--- src/rtl/modbus_poll_scheduler.sv ---
// Master-side Modbus RTU poll sequencer: reads the slave's holding-register window
// block by block (function 0x03) and commits each register of a good response to the demux.
module modbus_poll_scheduler #(
    parameter logic [7:0] SLAVE_ID    = 8'd1,
    parameter int         BASE_ADDR   = 340,
    parameter int         NUM_REGS    = 30,
    parameter int         BLOCK_SIZE  = 10,
    parameter int         TIMEOUT_CYC = 50000,
    parameter int         MAX_RETRY   = 3,
    parameter int         GAP_CYC     = 1000
) (
    input  logic        clk,
    input  logic        reset,
    input  logic        enable,
    // tx_req/tx_ack: tx_req rises with the address fields already stable and holds
    // them unchanged until the single-cycle tx_ack; tx_req falls on the next cycle.
    output logic        tx_req,
    input  logic        tx_ack,
    output logic [7:0]  tx_slave,
    output logic [7:0]  tx_func,
    output logic [15:0] tx_start_addr,
    output logic [7:0]  tx_count,
    input  logic        rx_done,
    input  logic        rx_crc_ok,
    input  logic [7:0]  rx_adr,
    input  logic [7:0]  rx_nregs,
    output logic        commit_strb,
    output logic [7:0]  commit_n,
    output logic        busy,
    output logic        link_ok,
    output logic [15:0] err_cnt,
    output logic        cycle_done,
    output logic [2:0]  dbg_state
);

    localparam int NUM_BLOCKS = (NUM_REGS + BLOCK_SIZE - 1) / BLOCK_SIZE;
    localparam int BW = (NUM_BLOCKS > 1) ? $clog2(NUM_BLOCKS) : 1;
    localparam int TW = $clog2(TIMEOUT_CYC + 1);
    localparam int GW = $clog2(GAP_CYC + 1);
    localparam int RW = $clog2(MAX_RETRY + 1);

    typedef enum logic [2:0] {
        S_IDLE   = 3'd0,
        S_REQ    = 3'd1,
        S_WAIT   = 3'd2,
        S_COMMIT = 3'd3,
        S_GAP    = 3'd4
    } state_t;

    state_t        state;
    logic [BW-1:0] block;
    logic [RW-1:0] retry;
    logic [TW-1:0] timer;
    logic [GW-1:0] gap_cnt;

    logic [15:0]   offset;
    logic [15:0]   remain;
    logic [15:0]   blk_count;
    logic [15:0]   req_addr;
    logic [7:0]    req_count;
    logic [7:0]    first_n;
    logic [7:0]    last_n;
    logic          last_block;
    logic [BW-1:0] next_block;
    logic          rsp_good;
    logic          timed_out;
    logic          retry_last;
    logic          gap_done;

    // Geometry of the current block; the last block may be shorter than BLOCK_SIZE.
    assign offset     = 16'(block) * 16'(BLOCK_SIZE);
    assign remain     = 16'(NUM_REGS) - offset;
    assign blk_count  = (remain < 16'(BLOCK_SIZE)) ? remain : 16'(BLOCK_SIZE);
    assign req_addr   = 16'(BASE_ADDR) + offset;
    assign req_count  = 8'(blk_count);
    assign first_n    = 8'(offset + 16'd1);
    assign last_n     = 8'(offset + blk_count);
    assign last_block = (block == BW'(NUM_BLOCKS - 1));
    assign next_block = last_block ? '0 : block + BW'(1);

    assign rsp_good   = rx_crc_ok && (rx_adr == SLAVE_ID) && (rx_nregs == tx_count);
    assign timed_out  = (timer == TW'(TIMEOUT_CYC - 1));
    assign retry_last = (retry == RW'(MAX_RETRY - 1));
    assign gap_done   = (gap_cnt == GW'(GAP_CYC - 1));

    assign tx_slave  = SLAVE_ID;
    assign tx_func   = 8'h03;
    assign dbg_state = state;

    always_ff @(posedge clk) begin
        if (reset) begin
            state         <= S_IDLE;
            block         <= '0;
            retry         <= '0;
            timer         <= '0;
            gap_cnt       <= '0;
            tx_req        <= 1'b0;
            tx_start_addr <= '0;
            tx_count      <= '0;
            commit_strb   <= 1'b0;
            commit_n      <= '0;
            busy          <= 1'b0;
            link_ok       <= 1'b0;
            err_cnt       <= '0;
            cycle_done    <= 1'b0;
        end else begin
            cycle_done <= 1'b0;
            case (state)
                S_IDLE: begin
                    if (enable) begin
                        state         <= S_REQ;
                        busy          <= 1'b1;
                        tx_req        <= 1'b1;
                        tx_start_addr <= req_addr;
                        tx_count      <= req_count;
                    end
                end

                S_REQ: begin
                    if (tx_ack) begin
                        tx_req <= 1'b0;
                        timer  <= '0;
                        state  <= S_WAIT;
                    end
                end

                S_WAIT: begin
                    timer <= timer + TW'(1);
                    if (rx_done && rsp_good) begin
                        state       <= S_COMMIT;
                        link_ok     <= 1'b1;
                        retry       <= '0;
                        commit_strb <= 1'b1;
                        commit_n    <= first_n;
                    end else if (rx_done || timed_out) begin
                        // A bad frame wins over a coincident timeout; both cost one attempt.
                        gap_cnt <= '0;
                        state   <= S_GAP;
                        if (retry_last) begin
                            retry      <= '0;
                            link_ok    <= 1'b0;
                            block      <= next_block;
                            cycle_done <= last_block;
                            if (err_cnt != 16'hFFFF) begin
                                err_cnt <= err_cnt + 16'd1;
                            end
                        end else begin
                            retry <= retry + RW'(1);
                        end
                    end
                end

                S_COMMIT: begin
                    if (commit_n == last_n) begin
                        commit_strb <= 1'b0;
                        block       <= next_block;
                        cycle_done  <= last_block;
                        gap_cnt     <= '0;
                        state       <= S_GAP;
                    end else begin
                        commit_n <= commit_n + 8'd1;
                    end
                end

                S_GAP: begin
                    if (gap_done) begin
                        if (enable) begin
                            state         <= S_REQ;
                            tx_req        <= 1'b1;
                            tx_start_addr <= req_addr;
                            tx_count      <= req_count;
                        end else begin
                            state <= S_IDLE;
                            busy  <= 1'b0;
                        end
                    end else begin
                        gap_cnt <= gap_cnt + GW'(1);
                    end
                end

                default: state <= S_IDLE;
            endcase
        end
    end

endmodule

--- config.mk ---
export PLATFORM = sky130hd
export DESIGN_NAME = modbus_poll_scheduler
export DESIGN_NICKNAME = d
export VERILOG_FILES = /design/src/rtl/modbus_poll_scheduler.sv
export SDC_FILE = /design/constraint.sdc
export NUM_CORES = 1
export LEC_CHECK = 0
export ABC_AREA = 0
export ABC_CLOCK_PERIOD_IN_PS = 3060
export CAP_MARGIN = 10
export CORE_MARGIN = 3
export CORE_UTILIZATION = 45
export DETAILED_ROUTE_END_ITERATION = 12
export HOLD_SLACK_MARGIN = 0.1
export PLACE_DENSITY = 0.74
export SETUP_SLACK_MARGIN = 0.5
export SKIP_CTS_REPAIR_TIMING = 1
export SLEW_MARGIN = 20
export SYNTH_ARGS = -nofsm -noshare
export SYNTH_HDL_FRONTEND = slang
export SYNTH_SLANG_ARGS = --single-unit
--- constraint.sdc ---
create_clock -name clk -period 3.06 [get_ports clk]
set_input_delay 0.459 -clock clk [delete_from_list [all_inputs] [get_ports clk]]
set_output_delay 0.459 -clock clk [all_outputs]
set_load 0.01 [all_outputs]
==> impl_metrics.toml, run 1 <==
[synth]
synth_cell_type_count = 56
yosys_most_used_dff = "dfxtp_1"
syn_inst = 480
ys_seq_area_share_pct = 36.4
synth-seq-cells = 70
netlist_area_um2 = 3840
async_flop_share_pct = 0
syn_avg_cell_area_um2 = 8.01
synth-edff-count = 0
yosys_warnings = 0

[min_path]
min-delay-path-class = "flip-flop to flip-flop"

[timing]
timing.final.crit_share_pct = 80.7
rsz0062_at_grt = "true"
finalMaxSlewViolations = 0
holdWs_ns = 0.455
fin_skew_ns = 0.00913
max_slew_margin_pct = 53.2
clock.fmax_mhz = 405
fin_crit_ns = 2.47
tightest_slew_ns = 0.697
fin_ws_ns = 0.591
tns_ns = 0
hold_viol_final = 0
setup_viol = 0

[global_routing]
grt_max_degree = 36
grt-ovfl-total = 0
first_global_vias = 3325
grt_pass1_wl_mm = 15.2
antenna_found_initial = 0
grt_util_all_layers_pct = 18.8

[route]
drc = 0
num_vias = 3682
postRouteAntennaNets = 0
drt_wl_total_mm = 9.46
drt-pass1-iter-count = 4
vias_per_cell = 5.69
drtIter0Drc = 127
wl_per_cell_um = 14.6

[clocking]
clock_latency_ns = 0.34
worst_setup_hold_path_clk_slew_ns = 0.08
cts_max_path_buffers = 2
cts_htree_levels = 3
cts_num_sinks = 70
cts_tree = "done"
root_buffer = "clkbuf_8"
numCtsBuffers = 9

[worst_setup_path]
cp.required_ns = 3.34
reg2reg_setup_slack_ns = 0.59
worstPathArrival_ns = 2.75
end_kind = "flip-flop"
path_class = "flip-flop to flip-flop"
cpPeakStageDelay_ns = 0.59
critPathLaunchType = "flip-flop"
cp_max_fo = 11
path_cells = "or4b_1 -> nor4_4 -> o21ai_4 -> or3_4 -> or3_1 -> a21oi_1"
cpMaxStageDelayCell = "or4b_1"

[placed_design]
place_ws_ns = 0.257
portBuffers = 64
gp_congestion = 0.818
dp_hpwl_mm = 6.81
dpl-instance-area_um2 = 4450

[outcome]
status = "finished clean"

[die]
die_w_um = 98.4
rows = 33
die_h_um = 98.4
pin_count = 94
dieArea_um2 = 9690
start_util_pct = 46.6
coreArea_um2 = 8260

[cells_and_area]
area_growth_pct = 21.6
final_cell_area_um2 = 4670
drive_above_1_share_pct = 8.30
antenna_cells = 0
nFillCells = 797
nets = 569

[power_and_ir_drop]
p_per_area_nw_per_um2 = 478
p_total_w = 0.00224
irDropWorstVdd_uv = 253
p_leak_nw = 1.59

[flow_run]
drv_cap = 0
[layout by cell type, fill, tap and decap left out, types with 4 or more instances in the layout]
master           synthesis  layout
a211oi_1                 8       8
a21oi_1                 33      33
a311oi_1                10      10
a31oi_1                  8       7
and3_1                   8       8
and4_1                   4       4
buf_4                   32       6
clkbuf_8                 0      10
clkdlybuf4s50_1          0      63
conb_1                   2      29
dfxtp_1                 70      70
ha_1                    10      10
inv_1                   10      10
nand2_1                 42      42
nand3_1                 23      23
nand4_1                 12      12
nor2_1                  60      60
nor3_1                  16      15
nor4_1                   5       4
o21a_1                   4       4
o21ai_0                 22      22
o22ai_1                  6       5
or3_1                    7       6
xnor2_1                  6       6
xor2_1                   4       4
[state kept, by name (all words and copies together), names as in the netlist, 2 cells and up]
register       flops
gap_cnt           10
commit_n           8
tx_start_addr      6
dbg_state          3
tx_count           2
block              2
err_cnt           16
timer             16
retry              2
[synthesized netlist by cell type (10+ instances only)]
cell type,instances,area (um2)
buf_4,32,240
o21ai_0,22,110
inv_1,10,37.5
dfxtp_1,70,1400
nor3_1,16,80.1
nand2_1,42,158
a311oi_1,10,87.6
clkbuf_1,15,56.3
nor2_1,60,225
a21oi_1,33,165
ha_1,10,125
nand4_1,12,75.1
nand3_1,23,115
[cell type report]
| cell class | instances | area, um2 | area share, % |
|---|---|---|---|
| clock buffers | 10 | 138 | 2.94 |
| flip-flops and latches | 70 | 1400 | 30.0 |
| inverters | 10 | 37.5 | 0.803 |
| clock inverters | 6 | 37.5 | 0.803 |
| multi-input cells | 376 | 2250 | 48.1 |
| well taps | 105 | 131 | 2.81 |
| repair buffers | 70 | 681 | 14.6 |
[cells by family after synthesis]
logic type      after synthesis  share of synthesized area (%)
compound gates              109                           17.9
xor+xnor                     10                           2.28
fa+ha+maj                    10                           3.25
buf+inv                      61                           9.21
flops                        70                           36.4
mux                           7                           1.95
other cells                   2                          0.195
simple gates                211                           28.8
[where the power goes]
part / total (W) / internal [W] / switching, W
clock: 0.000675 / 0.000312 / 0.000364
combinational: 0.000532 / 0.000217 / 0.000315
sequential: 0.00103 / 0.000957 / 0.0000721
[layer usage]
layer	global-route usage [%]	vias up	part of all wire, %
li1	-	1798	-
met1	24.2	1770	46
met2	31.5	95	47
met3	3.61	19	4.4
met4	6.93	0	2.1
met5	0	-	0
[critical path, delay by kind of cell, from the launching register on]
family	cells	cell delay (ns)
compound gates	2	0.31
simple gates	4	1.74
flops	1	0.35
[metrics by stage]
| stage | std cells | utilization [%] |
|---|---|---|
| 2_1_floorplan | 507 | - |
| 3_3_place_gp | 631 | 53.9 |
| 3_5_place_dp | 631 | 53.9 |
| 4_1_cts | 647 | 56.0 |
| 5_1_grt | 647 | 56.6 |
| 6_report | 647 | 56.6 |
[final timing paths]
path                                  startpoint                to  depth (start not counted)
worst max-delay path                    timer[5]        err_cnt[3]                          6
worst min-delay path            tx_start_addr[3]  tx_start_addr[3]                          2
worst max register to register          timer[5]        err_cnt[3]                          6
worst min register to register  tx_start_addr[3]  tx_start_addr[3]                          2
Note: power is estimated with default switching activity, not from simulation.
==> run 2: changes to the inputs <==
--- a/config.mk
+++ b/config.mk
@@ -6,13 +6,13 @@
 export NUM_CORES = 1
 export LEC_CHECK = 0
 export ABC_AREA = 0
-export ABC_CLOCK_PERIOD_IN_PS = 3060
+export ABC_CLOCK_PERIOD_IN_PS = 2000
 export CAP_MARGIN = 10
 export CORE_MARGIN = 3
 export CORE_UTILIZATION = 45
 export DETAILED_ROUTE_END_ITERATION = 12
 export HOLD_SLACK_MARGIN = 0.1
-export PLACE_DENSITY = 0.74
+export PLACE_DENSITY = 0.77
 export SETUP_SLACK_MARGIN = 0.5
 export SKIP_CTS_REPAIR_TIMING = 1
 export SLEW_MARGIN = 20
==> constraint.sdc (replaced) <==
create_clock -name clk -period 2 [get_ports clk]
set_input_delay 0.3 -clock clk [delete_from_list [all_inputs] [get_ports clk]]
set_output_delay 0.3 -clock clk [all_outputs]
set_load 0.01 [all_outputs]
==> run 2 against run 1 <==
Effect of this change:
- the run now ends with setup timing left
- critical path type unchanged
- maximum frequency grew 7.5%
- setup slack lost 0.89 ns
- die area is the same
- wire length grew 49%
==> impl_metrics.toml, run 2 (synthesized netlist as in run 1, its figures left out) <==
[power_and_ir_drop]
p_comb_share_pct = 34.4
irDropWorstVdd_uv = 423
sequentialPowerShare_pct = 36.2
clkPwrFrac_pct = 29.4
p_per_area_nw_per_um2 = 675
p_leak_nw = 3.03
p_sw_w = 0.00142
swShare_pct = 33.7
internal_power_w = 0.00279

[cells_and_area]
layout_common_cells = "78 x buf_4, 53 x nor2_1, 48 x dfxtp_1"
nets = 667
nFillCells = 497
final_common_cell = "buf_4"
final_util_pct = 75.6
antenna_cells = 0
multi_input_area_um2 = 2780
reg_top3 = "err_cnt x16, timer x16, gap_cnt x10"
area_growth_pct = 62.4
seq_area_um2 = 1440
drive_above_1_share_pct = 38.0

[route]
drt_wl_total_mm = 14.1
num_vias = 4398
wl_per_cell_um = 18.9
vias_per_cell = 5.91
drt-pass1-iter-count = 5
drc = 0
drtIter0Drc = 352
postRouteAntennaNets = 0

[timing]
clock.fmax_mhz = 435
max_slew_margin_pct = 35.8
tightest_slew_ns = 0.956
fin_crit_ns = 2.30
fin_ws_ns = -0.297
rsz0062_at_grt = "true"
fin_skew_ns = 0.0163
tns_ns = -5.70
timing.final.crit_share_pct = 115
hold_viol_final = 0
setup_viol = 38
finalMaxSlewViolations = 0

[outcome]
status = "finished, violations left"
violations = "setup timing"

[worst_setup_path]
cp.required_ns = 2.31
cpPeakStageDelay_ns = 0.55
rr_worst_depth = 7
r2r-start = "timer[5]"
worstPathArrival_ns = 2.61
reg2reg_setup_slack_ns = -0.30
critPathLaunchType = "flip-flop"
end_kind = "flip-flop"
cpMaxStageDelayCell = "or4b_4"
cp_max_fo = 6
path_class = "flip-flop to flip-flop"
path_cells = "or4b_4 -> nor4_4 -> o21ai_2 -> or3_4 -> buf_4 -> nor3_1 -> o21a_1"
timing.critical_path.buf_inv = 1
cpLargestDelayFamily = "simple AND/OR/NAND/NOR gates"
r2r_end = "err_cnt[14]"

[min_path]
min-delay-path-class = "input pin to flip-flop"
min_to = "err_cnt[15]"
min_from = "reset"
whs_path_depth = 3

[clocking]
cts_htree_levels = 3
root_buffer = "clkbuf_8"
worst_setup_hold_path_clk_slew_ns = 0.08
cts_max_path_buffers = 2
cts_tree = "done"
clock_latency_ns = 0.37
numCtsBuffers = 9
cts_num_sinks = 70

[placed_design]
portBuffers = 64
dp_hpwl_mm = 7.63
gp_congestion = 0.823

[die]
die_w_um = 98.4
pin_count = 94
die_h_um = 98.4
start_util_pct = 46.6
coreArea_um2 = 8260
dieArea_um2 = 9690
rows = 33

[global_routing]
grt_pass1_wl_mm = 16.8
grt_util_all_layers_pct = 20.9
grt-ovfl-total = 0
grt_max_degree = 39
first_global_vias = 3703
antenna_found_initial = 0

[flow_run]
drv_cap = 0
==> run 2: cell count changes in the layout (fill, tap and decap cells not counted), moves of 13 or more <==
cell | before | now
clkdlybuf4s50_1 | 63 | 18
buf_6 | 0 | 24
dfxtp_2 | 0 | 17
dfxtp_1 | 70 | 48
buf_4 | 6 | 78
dlymetal6s2s_1 | 0 | 45
a21oi_1 | 33 | 20
==> run 2: worst max path at each step <==
stage | from | end | depth (start not counted)
after floorplan | timer[11] | err_cnt[9] | 7
after global placement | rx_nregs[3] | err_cnt[3] | 8
after detailed placement | rx_adr[3] | gap_cnt[4] | 8
after CTS | timer[11] | err_cnt[3] | 6
after global routing | timer[5] | err_cnt[3] | 6
final | timer[5] | err_cnt[14] | 7
==> run 2: cell type report <==
type | instances | area share [%]
Inverter | 10 | 0.641
Multi-Input combinational cell | 376 | 44.6
Tap cell | 105 | 2.10
Sequential cell | 70 | 23.1
Clock buffer | 12 | 2.65
Clock inverter | 3 | 0.681
Timing Repair Buffer | 168 | 26.3
==> run 2: stage by stage <==
stage / total power, W / setup slack (ns) / cell area [um2] / hold WS (ns) / instances
2_1_floorplan: 0.00221 / -0.234 / 4080 / 0.439 / 507
3_3_place_gp: 0.00253 / -0.403 / 5080 / 0.456 / 703
3_5_place_dp: 0.00256 / -0.435 / 5080 / 0.463 / 703
4_1_cts: 0.00375 / -0.428 / 5290 / 0.298 / 718
5_1_grt: 0.00435 / -0.375 / 6240 / 0.357 / 744
6_report: 0.00421 / -0.297 / 6240 / 0.353 / 744
==> run 2: power groups by stage <==
| stage | registers, W | logic (W) | clock network [W] |
|---|---|---|---|
| 3_5_place_dp | 0.00154 | 0.00102 | 0 |
| 3_3_place_gp | 0.00154 | 0.000997 | 0 |
| 6_report | 0.00153 | 0.00145 | 0.00124 |
| 2_1_floorplan | 0.00158 | 0.000628 | 0 |
| 4_1_cts | 0.00151 | 0.00103 | 0.00121 |
| 5_1_grt | 0.00153 | 0.00153 | 0.00129 |
==> run 2: worst reg2reg max path, stage by stage, from the launching register on <==
cell,delay (ns)
dfxtp_2,0.32
or4b_4,0.55
nor4_4,0.31
o21ai_2,0.15
or3_4,0.38
buf_4,0.16
nor3_1,0.24
o21a_1,0.14
==> run 2: per-layer routing <==
| metal | vias up | routed length (um) | GRT usage (%) |
|---|---|---|---|
| li1 | 1993 | - | - |
| met1 | 2109 | 5340 | 26.3 |
| met2 | 241 | 7250 | 35.1 |
| met3 | 55 | 933 | 5.45 |
| met4 | 0 | 536 | 6.62 |
| met5 | - | 0 | 0 |
